===== src/rtl/moore_seq_detector.sv =====
// rtl/moore_seq_detector.sv - Moore serial pattern detector with KMP transition table and saturating match counter
// Transition table is built at elaboration; the datapath only looks up (state, x_in).
module moore_seq_detector #(
  parameter int                 PAT_LEN = 4,
  parameter logic [PAT_LEN-1:0] PATTERN = 4'b1011,
  parameter bit                 OVERLAP = 1'b1,
  parameter int                 CNT_W   = 8,
  localparam int                ST_W    = $clog2(PAT_LEN + 1)
) (
  input  logic             clock,
  input  logic             reset,
  input  logic             x_in,
  input  logic             en,
  output logic             y_out,
  output logic [ST_W-1:0]  state,
  output logic [CNT_W-1:0] match_count,
  output logic             count_sat
);

  typedef logic [2*(PAT_LEN+1)-1:0][ST_W-1:0] trans_t;

  // Bit j of the pattern in reception order (j = 0 is the first bit received).
  function automatic bit pat_bit(input int j);
    logic [PAT_LEN-1:0] v_sh;
    v_sh = PATTERN >> (PAT_LEN - 1 - j);
    return v_sh[0];
  endfunction

  // Longest proper border of the full pattern.
  function automatic int pat_border();
    int  v_best;
    bit  v_ok;
    v_best = 0;
    for (int k = PAT_LEN - 1; k > 0; k--) begin
      v_ok = 1'b1;
      for (int j = 0; j < k; j++) begin
        if (pat_bit(j) != pat_bit(PAT_LEN - k + j)) v_ok = 1'b0;
      end
      if (v_ok && (v_best == 0)) v_best = k;
    end
    return v_best;
  endfunction

  // Longest pattern prefix that is a suffix of (matched prefix of length s, b).
  function automatic int step_state(input int s, input bit b);
    int v_start;
    int v_res;
    int v_pos;
    bit v_ok;
    bit v_tb;
    v_start = s;
    if (s == PAT_LEN) v_start = OVERLAP ? pat_border() : 0;
    v_res = 0;
    for (int k = v_start + 1; k > 0; k--) begin
      v_ok = 1'b1;
      for (int j = 0; j < k; j++) begin
        v_pos = v_start + 1 - k + j;
        v_tb  = (v_pos == v_start) ? b : pat_bit(v_pos);
        if (v_tb != pat_bit(j)) v_ok = 1'b0;
      end
      if (v_ok && (v_res == 0)) v_res = k;
    end
    return v_res;
  endfunction

  // Entry {s, b} holds the successor of state s on input bit b.
  function automatic trans_t build_trans();
    trans_t          v_tab;
    logic [ST_W-1:0] v_nxt;
    v_tab = '0;
    for (int s = PAT_LEN; s >= 0; s--) begin
      for (int b = 1; b >= 0; b--) begin
        v_nxt = ST_W'(step_state(s, b[0]));
        v_tab = (v_tab << ST_W) | trans_t'(v_nxt);
      end
    end
    return v_tab;
  endfunction

  localparam trans_t          TRANS   = build_trans();
  localparam logic [ST_W-1:0] S_MATCH = ST_W'(PAT_LEN);
  localparam logic [CNT_W-1:0] CNT_MAX = '1;
  localparam logic [CNT_W-1:0] CNT_PRE = CNT_MAX - CNT_W'(1);

  logic [ST_W-1:0]  r_state;
  logic [CNT_W-1:0] r_count;
  logic             r_sat;
  logic [ST_W:0]    w_idx;
  logic [ST_W-1:0]  w_next;
  logic             w_hit;

  always_comb begin
    w_idx  = {r_state, x_in};
    w_next = TRANS[w_idx];
    w_hit  = (w_next == S_MATCH);
  end

  always_ff @(posedge clock) begin
    if (reset) begin
      r_state <= '0;
      r_count <= '0;
      r_sat   <= 1'b0;
    end else if (en) begin
      r_state <= w_next;
      if (w_hit && !r_sat) begin
        r_count <= r_count + CNT_W'(1);
        if (r_count == CNT_PRE) r_sat <= 1'b1;
      end
    end
  end

  assign state       = r_state;
  assign y_out       = (r_state == S_MATCH);
  assign match_count = r_count;
  assign count_sat   = r_sat;

endmodule


===== config.mk =====
export PLATFORM = sky130hd
export DESIGN_NAME = moore_seq_detector
export DESIGN_NICKNAME = d
export VERILOG_FILES = /design/src/rtl/moore_seq_detector.sv
export SDC_FILE = /design/constraint.sdc
export NUM_CORES = 1
export LEC_CHECK = 0
export ABC_AREA = 1
export ABC_CLOCK_PERIOD_IN_PS = 2500
export BUFFER_PORTS_ARGS = -buffer_cell sky130_fd_sc_hd__clkbuf_2
export CAP_MARGIN = 20
export CORE_MARGIN = 8
export CORE_UTILIZATION = 40
export CTS_CLUSTER_SIZE = 24
export DETAILED_ROUTE_END_ITERATION = 6
export GPL_TIMING_DRIVEN = 0
export PLACE_DENSITY = 0.66
export SLEW_MARGIN = 10
export SYNTH_ARGS = -nofsm -noshare
export SYNTH_HDL_FRONTEND = slang
export SYNTH_SLANG_ARGS = --single-unit
export TNS_END_PERCENT = 50

===== constraint.sdc =====
create_clock -name clock -period 2.5 [get_ports clock]
set_clock_uncertainty 0.1 [all_clocks]
set_input_delay 0.125 -clock clock [delete_from_list [all_inputs] [get_ports clock]]
set_output_delay 0.125 -clock clock [all_outputs]
set_load 0.005 [all_outputs]

# After elaboration in Yosys (flattened, before gate mapping)
# Memory sizes are Yosys's and may differ from the RTL's.
# Index checks and enable logic that the tools add are counted.
dict set report totals {
  input_bits 4
  word_cells 14
  register_bits 12
  mem_count 1
  out_inout_bits 13
  mem_bits_ro 48
}
dict set report op_classes {
  eq_ne 3
  n_addsub 1
  n_reduce_logical 4
  n_mux 1
  magnitude_cmp 1
}
# memory words word_bits rd rd_ports_with_merged_regs write_ports line_no
set memory_table {}
lappend memory_table {{(name not given)} 16 3 1 0 0 94} ;# w_next = TRANS[w_idx];
# operator count
set ops {}
lappend ops {{$add A8 B1 Y8 const B} 1}
lappend ops {{$eq A8 B8 Y1 const B} 1}
lappend ops {{$eq A3 B3 Y1 const B} 2}
lappend ops {{$lt A4 B5 Y1 const B} 1}
lappend ops {{$mux W3} 1}
lappend ops {{$reduce_and A3 Y1} 1}
lappend ops {{$reduce_and A2 Y1} 1}
lappend ops {{$logic_and A1 B1 Y1} 1}
lappend ops {{$logic_not A1 Y1} 1}

# Depth between registers and ports, before layout
# Gate-level depths: netlist of run 1.
dict set report depth {
  ltp_word 5
  depth_mapped 10
  ltp_nobuf 10
}

# Worst setup path after synthesis of run 1
# OpenSTA, ideal clock, no wires.
dict set report synth_timing {
  path_type {register -> register}
  start {register r_state[0], in the netlist state[0]}
  end {register r_count[0], in the netlist match_count[0]}
  required_ps 2287
  t_arrival_ps 1197
  path_stages_with_launch 9
  setup_ps 113
  path_slack_ps 1089
  n_path_buf 0
  period_less_slack_ps 1411
  path_cell_list {dfxtp_1 -> inv_1 -> ha_1 -> nand3_1 -> nand2_2 -> nor2_8 -> nand2_4 -> o21ai_1 -> nor2_1}
}
dict set report synth_between {
  elab_chain_len 5
}
# element line_no
set synth_rtl {}
lappend synth_rtl {{start: declaration} 85} ;# logic [ST_W-1:0] r_state;
lappend synth_rtl {{start signal: assignment} 104} ;# r_state <= w_next;
lappend synth_rtl {{$mem_v2 Z16 W3} -}
lappend synth_rtl {{$mux W3 (implied by the code)} 94}
lappend synth_rtl {{$eq A3 B3 Y1} 95} ;# w_hit = (w_next == S_MATCH);
lappend synth_rtl {{$logic_and A1 B1 Y1} 105} ;# if (w_hit && !r_sat) begin
lappend synth_rtl {{$reduce_and A2 Y1 (no source line)} -}
lappend synth_rtl {{end signal: assignment} 106} ;# r_count <= r_count + CNT_W'(1);
lappend synth_rtl {{end: declaration} 86} ;# logic [CNT_W-1:0] r_count;
# Every way passes these cells. The select of a mux whose other input is x is not followed.
# A chain may end at the register's enable or synchronous reset.

# Final worst setup path of run 1
dict set report layout_timing {
  start {register r_state[0], in the netlist state[0]}
  end {register r_count[1], in the netlist match_count[1]}
}
# Same word-level chain as after synthesis.

==> impl_results.md, run 1 <==
- Clock Latency Late Sink: 0.28 ns
- Hold path start: en
- Slew margin rel.: 0.705
- Max Used Layer: met4
- CTS sink cnt: 12
- Post-Syn Instances: 110
- Fin util: 0.510
- # H-tree levels: 1
- CTS Hold Bufs: 0
- Area of the multi-input gates: 442 sq um
- Power Dens Cells: 442 mW/mm^2
- Global Route Usage Sum: 0.0958
- Max-cap violation count: 0
- Ys Warns: 0
- Outcome: completed
- Worst-path cell chain: ha_1, inv_1, nand2_1, nand3_1, nand2_2, nand2_4, clkinv_2, nor2_1, nor2_1
- CP Data Required Time: 2.58 ns
- LEAKAGE: 0.000433 uW
- Post-CTS setup buffers: 0
- #FFs+latches synth: 12
- M1 WL: 788 um
- Setup violations, final: 0
- Met3 Wirelength: 78 um
- Slew @ Worst Pin: 0.442 ns
- Layout area overhead: 19.1%
- Bufs on Longest Clock Path: 2
- R2r setup slk: 0.91 ns
- Slowest stage delay, CP: 0.41 ns
- Post-synth cell types: 22
- Io pins: 17
- VDD IR max: 0.000388 V
- R2R depth: 9
- CP max-delay cell: dfxtp_1
- CTS tree: built
- HPWL after DPL: 1220 um
- Number of global-route vias before repair: 631
- Initial DRC count: 18
- GRT overflow: 0
- PostCTS Resize Cnt: 0
- Fraction of layout cells with a size suffix above 1: 0.217
- DR DRC count: 0
- Critical Path End Type: flop
- Commonest register cell after synthesis: dfxtp_1
- CTS buffer count: 3
- Die W: 59.2 um
- Reg-to-reg endpoint: match_count[1]
- Antenna Diode Count: 0
- Chip height: 59.2 um
- Die area: 0.00351 sq mm
- Crit-path max FO: 9
- Hold EP: state[1]
- Via count: 725
- Metal2 WL: 717 um
- Slew Viols, Final: 0
- Fin cells: 154
- Max Fclk: 631 MHz
- Worst flop-to-flop path startpoint: state[0]
- Filler Cell Count: 190
- Core box area: 0.00175 sq mm
- CP Launch Type: flop
- Drt wl/cell: 10.5 um
- Clock-pin slew on the worst setup and hold paths: 0.08 ns
- Sequential-to-total area share from yosys stat: 0.322
- Vias per Instance: 4.71
- Initial antenna violation count: 0
- Final min period: 1.59 ns
- Final Hold Fails: 0
- Critical setup path kind: flop to flop
- Ys async rst share: 0
- Worst hold path type: primary input to flop
- ANT nets after route: 0
- Register area: 240 sq um
- Port Buf Inserts: 15
- Largest net degree at the start of global routing: 11
- Final net count: 139
- RSZ-0062 raised after global routing: no
- Final period utilization: 0.634
- Cell mode on critical path: nor2_1
- RePlAce Congestion: 0.803
- Critical path arrival: 1.66 ns
- Placed Cells: 150
- Synthesized area: 747 sq um
- Hold Crit Depth: 3
- Starting density of the core: 0.428
- Syn_nets: 119
- Post-Route WL: 1620 um
- Root buffer cell: clkbuf_4
- Setup TNS: 0 ns
- Rows: 15
- Post-synth EDFFs: 0
- Mean Syn Cell Area: 6.79 sq um
- Drt pass-1 iters: 4
- Global-route wire length before repair: 2610 um
[through the flow]
stage               power (uW)  hold slack [ns]  cell area [sq um]  worst slack [ns]
floorplan                  226            0.177                747              1.09
detailed placement         239            0.340                853             0.926
CTS                        398           0.0478                890             0.913
finish                     393           0.0518                890             0.914
global placement           238            0.330                853             0.950
global route               409           0.0634                890             0.794
[state kept, by name, summed over array words and instances (netlist names)]
signal / cells
state: 3
count_sat: 1
match_count: 8
[per-layer routing]
| layer | up-vias | GRT usage |
|---|---|---|
| li1 | 390 | - |
| met1 | 318 | 0.113 |
| met2 | 13 | 0.140 |
| met3 | 4 | 0.0369 |
| met4 | 0 | 0.0614 |
| met5 | - | 0 |
[cell type report]
class	instances	share of cell area
plain buffers	1	0.00422
clock buffers	4	0.0408
inverters	16	0.0689
multi-input cells	81	0.496
flip-flops and latches	12	0.270
well taps	25	0.0352
repair buffers	15	0.0844
[cells in the final DEF, fill, tap and decap left out, types with 2 or more instances in the layout]
cell type  count
clkbuf_2      15
nand2_2        2
nand3b_1       3
inv_1         13
clkbuf_4       3
inv_2          2
nand2_1       32
nand3_1       11
nor3_1         2
a21oi_1        9
ha_1           5
o21ai_1        2
dfxtp_1       12
nor2_1         7
[worst max-delay path: cells and delay by family, from the launching register on]
kind,cells,cell delay (ns)
buffers and inverters,2,0.13
AND/OR/NAND/NOR,6,0.58
flip-flops,1,0.41
adder cells (fa/ha/maj),1,0.26
[kinds of logic after synthesis]
kind of cell,share of synthesized area
fa+ha+maj,0.0838
xor+xnor,0.0235
simple gates,0.394
buf+inv,0.0871
flops,0.322
compound gates,0.0904
[cell usage after synthesis (2+ instances only)]
cell / count / area share
nand3_1: 11 / 0.074
inv_1: 13 / 0.065
nor2_1: 7 / 0.035
nand2_1: 32 / 0.16
nand3b_1: 3 / 0.030
nand2_2: 2 / 0.017
nor3_1: 2 / 0.013
a21oi_1: 9 / 0.060
inv_2: 2 / 0.010
dfxtp_1: 12 / 0.32
o21ai_1: 2 / 0.013
ha_1: 5 / 0.084
[where the power goes]
part | switching, uW | internal (uW)
combinational | 24.2 | 11.4
sequential | 4.27 | 194
clock | 70.8 | 88.6
[worst max path at each step]
stage / cells after the start / to / from / slack [ns]
floorplan: 8 / match_count[0] / state[0] / 1.09
global placement: 9 / match_count[1] / state[0] / 0.95
detailed placement: 8 / match_count[0] / state[0] / 0.93
CTS: 8 / match_count[0] / state[0] / 0.91
global route: 8 / match_count[3] / state[0] / 0.79
finish: 9 / match_count[1] / state[0] / 0.91
No activity file was read; power rests on OpenSTA's default activity.
==> run 2, diff against run 1 <==
--- a/config.mk
+++ b/config.mk
@@ -6,7 +6,7 @@
 export NUM_CORES = 1
 export LEC_CHECK = 0
 export ABC_AREA = 1
-export ABC_CLOCK_PERIOD_IN_PS = 2500
+export ABC_CLOCK_PERIOD_IN_PS = 1600
 export BUFFER_PORTS_ARGS = -buffer_cell sky130_fd_sc_hd__clkbuf_2
 export CAP_MARGIN = 20
 export CORE_MARGIN = 8
==> constraint.sdc (replaced) <==
create_clock -name clock -period 1.6 [get_ports clock]
set_clock_uncertainty 0.1 [all_clocks]
set_input_delay 0.08 -clock clock [delete_from_list [all_inputs] [get_ports clock]]
set_output_delay 0.08 -clock clock [all_outputs]
set_load 0.005 [all_outputs]
==> impl_results.md, run 2 (synthesized netlist as in run 1, its figures left out) <==
- Hold WS: 0.0107 ns (-0.0411 ns)
- Post-CTS setup buffers: 0 (unchanged)
- RePlAce Congestion: 0.803 (unchanged)
- Most frequent cells in the layout: nand2_1 (32), clkbuf_2 (15), inv_1 (13)
- Outcome: completed
- Starting density of the core: 0.428 (unchanged)
- Drt wl/cell: 10.8 um (+2.9%)
- Most common cell after layout, fill and taps aside: nand2_1
- Root buffer cell: clkbuf_4
- Port Buf Inserts: 15 (unchanged)
- Die W: 59.2 um (unchanged)
- Crit-path max FO: 9 (unchanged)
- HPWL after DPL: 1220 um (unchanged)
- Final Hold Fails: 0 (unchanged)
- Bufs on Longest Clock Path: 2 (unchanged)
- Global-route wire length before repair: 2610 um (unchanged)
- Post-DP Area: 853 sq um (unchanged)
- PostCTS Resize Cnt: 0 (unchanged)
- ANT nets after route: 0 (unchanged)
- Max-cap violation count: 0 (unchanged)
- Post-Route WL: 1680 um (+3.6%)
- Clock-pin slew on the worst setup and hold paths: 0.08 ns (about the same)
- Clock Latency Late Sink: 0.27 ns (about the same)
- Max Fclk: 669 MHz (+6.1%)
- Rows: 15 (unchanged)
- Worst hold path type: primary input to flop
- Drt pass-1 iters: 4 (unchanged)
- Critical setup path kind: flop to flop
- LEAKAGE: 0.000433 uW (+0.18%)
- CTS Hold Bufs: 0 (unchanged)
- Setup WS pre-CTS: 0.0258 ns (-0.900 ns)
- CTS buffer count: 3 (unchanged)
- Antenna Diode Count: 0 (unchanged)
- Setup slack after layout: 0.105 ns (-0.809 ns)
- Fraction of layout cells with a size suffix above 1: 0.231 (+0.0137)
- Slew Viols, Final: 0 (unchanged)
- Final period utilization: 0.934 (+0.300)
- Final min period: 1.49 ns (-0.0913 ns)
- CP Data Required Time: 1.67 ns (-0.91 ns)
- Area of the multi-input gates: 453 sq um (+2.5%)
- Fin cells: 155 (+0.65%)
- Register area: 241 sq um (+0.52%)
- Die area: 0.00351 sq mm (unchanged)
- Core box area: 0.00175 sq mm (unchanged)
- Layout area overhead: 20.8%
- Initial antenna violation count: 0 (unchanged)
- Final net count: 140 (+0.72%)
- CTS tree: built
- Global Route Usage Sum: 0.0958 (unchanged)
- RSZ-0062 raised after global routing: no
- Filler Cell Count: 188 (-1.1%)
- Io pins: 17 (unchanged)
- CTS sink cnt: 12 (unchanged)
- Chip height: 59.2 um (unchanged)
- Setup violations, final: 0 (unchanged)
- Slew margin rel.: 0.692 (-0.0130)
- Critical Path End Type: flop
- Max reg flops: 8 (unchanged)
- Number of global-route vias before repair: 631 (unchanged)
- Initial DRC count: 24 (+6)
- Critical path arrival: 1.57 ns (-0.09 ns)
- # H-tree levels: 1 (unchanged)
- Vias per Instance: 4.75 (+1.0%)
- Setup TNS: 0 ns (unchanged)
- Via count: 737 (+1.7%)
- Largest net degree at the start of global routing: 11 (unchanged)
- VDD IR max: 0.000609 V (+57%)
- Power Dens Cells: 682 mW/mm^2 (+54%)
- DR DRC count: 0 (unchanged)
- Slew @ Worst Pin: 0.461 ns (+0.0194 ns)
- Post-route cell area: 902 sq um (+1.4%)
- CP Launch Type: flop
- Placed Cells: 150 (unchanged)
- GRT overflow: 0 (unchanged)
==> run 2: layout make-up <==
type                            count  area share
Multi-Input combinational cell     82       0.502
Sequential cell                    12       0.268
Timing Repair Buffer               15      0.0832
Inverter                           16      0.0680
Clock buffer                        4      0.0402
Tap cell                           25      0.0347
Buffer                              1     0.00416
==> run 2: stage by stage <==
stage / power [uW] / util
final: 615 / 0.517
after detailed placement: 373 / 0.489
after global placement: 371 / 0.489
after global routing: 642 / 0.517
after floorplan: 354 / -
after CTS: 622 / 0.510
==> run 2: path summary, 6_finish.rpt <==
path	cells after the start	end	slack [ns]	startpoint
max	8	match_count[0]	0.11	state[0]
min	3	state[1]	0.01	en
max reg2reg	8	match_count[0]	0.11	state[0]
min reg2reg	2	count_sat	0.40	count_sat
==> run 2: layer usage <==
metal,share of wire,wire length (um),global-route usage,vias up
met4,0.013,22,0.0614,0
met1,0.48,813,0.113,325
met2,0.45,749,0.140,18
met5,0,0,0,-
li1,-,-,-,392
met3,0.054,91,0.0369,2
==> run 2: power breakdown <==
| part | internal, uW | total (uW) | switching, uW |
|---|---|---|---|
| registers | 303 | 310 | 6.65 |
| clock network | 138 | 247 | 108 |
| logic | 19.0 | 59.2 | 40.2 |
| total | 460 | 615 | 155 |
==> run 2: critical path: stages (launching register included) <==
cell     delay [ns]
dfxtp_2        0.37
inv_1          0.08
ha_1           0.17
nand3_1        0.09
nand2_2        0.11
nor2_8         0.17
nand2_2        0.12
o21ai_1        0.14
nor2_1         0.05
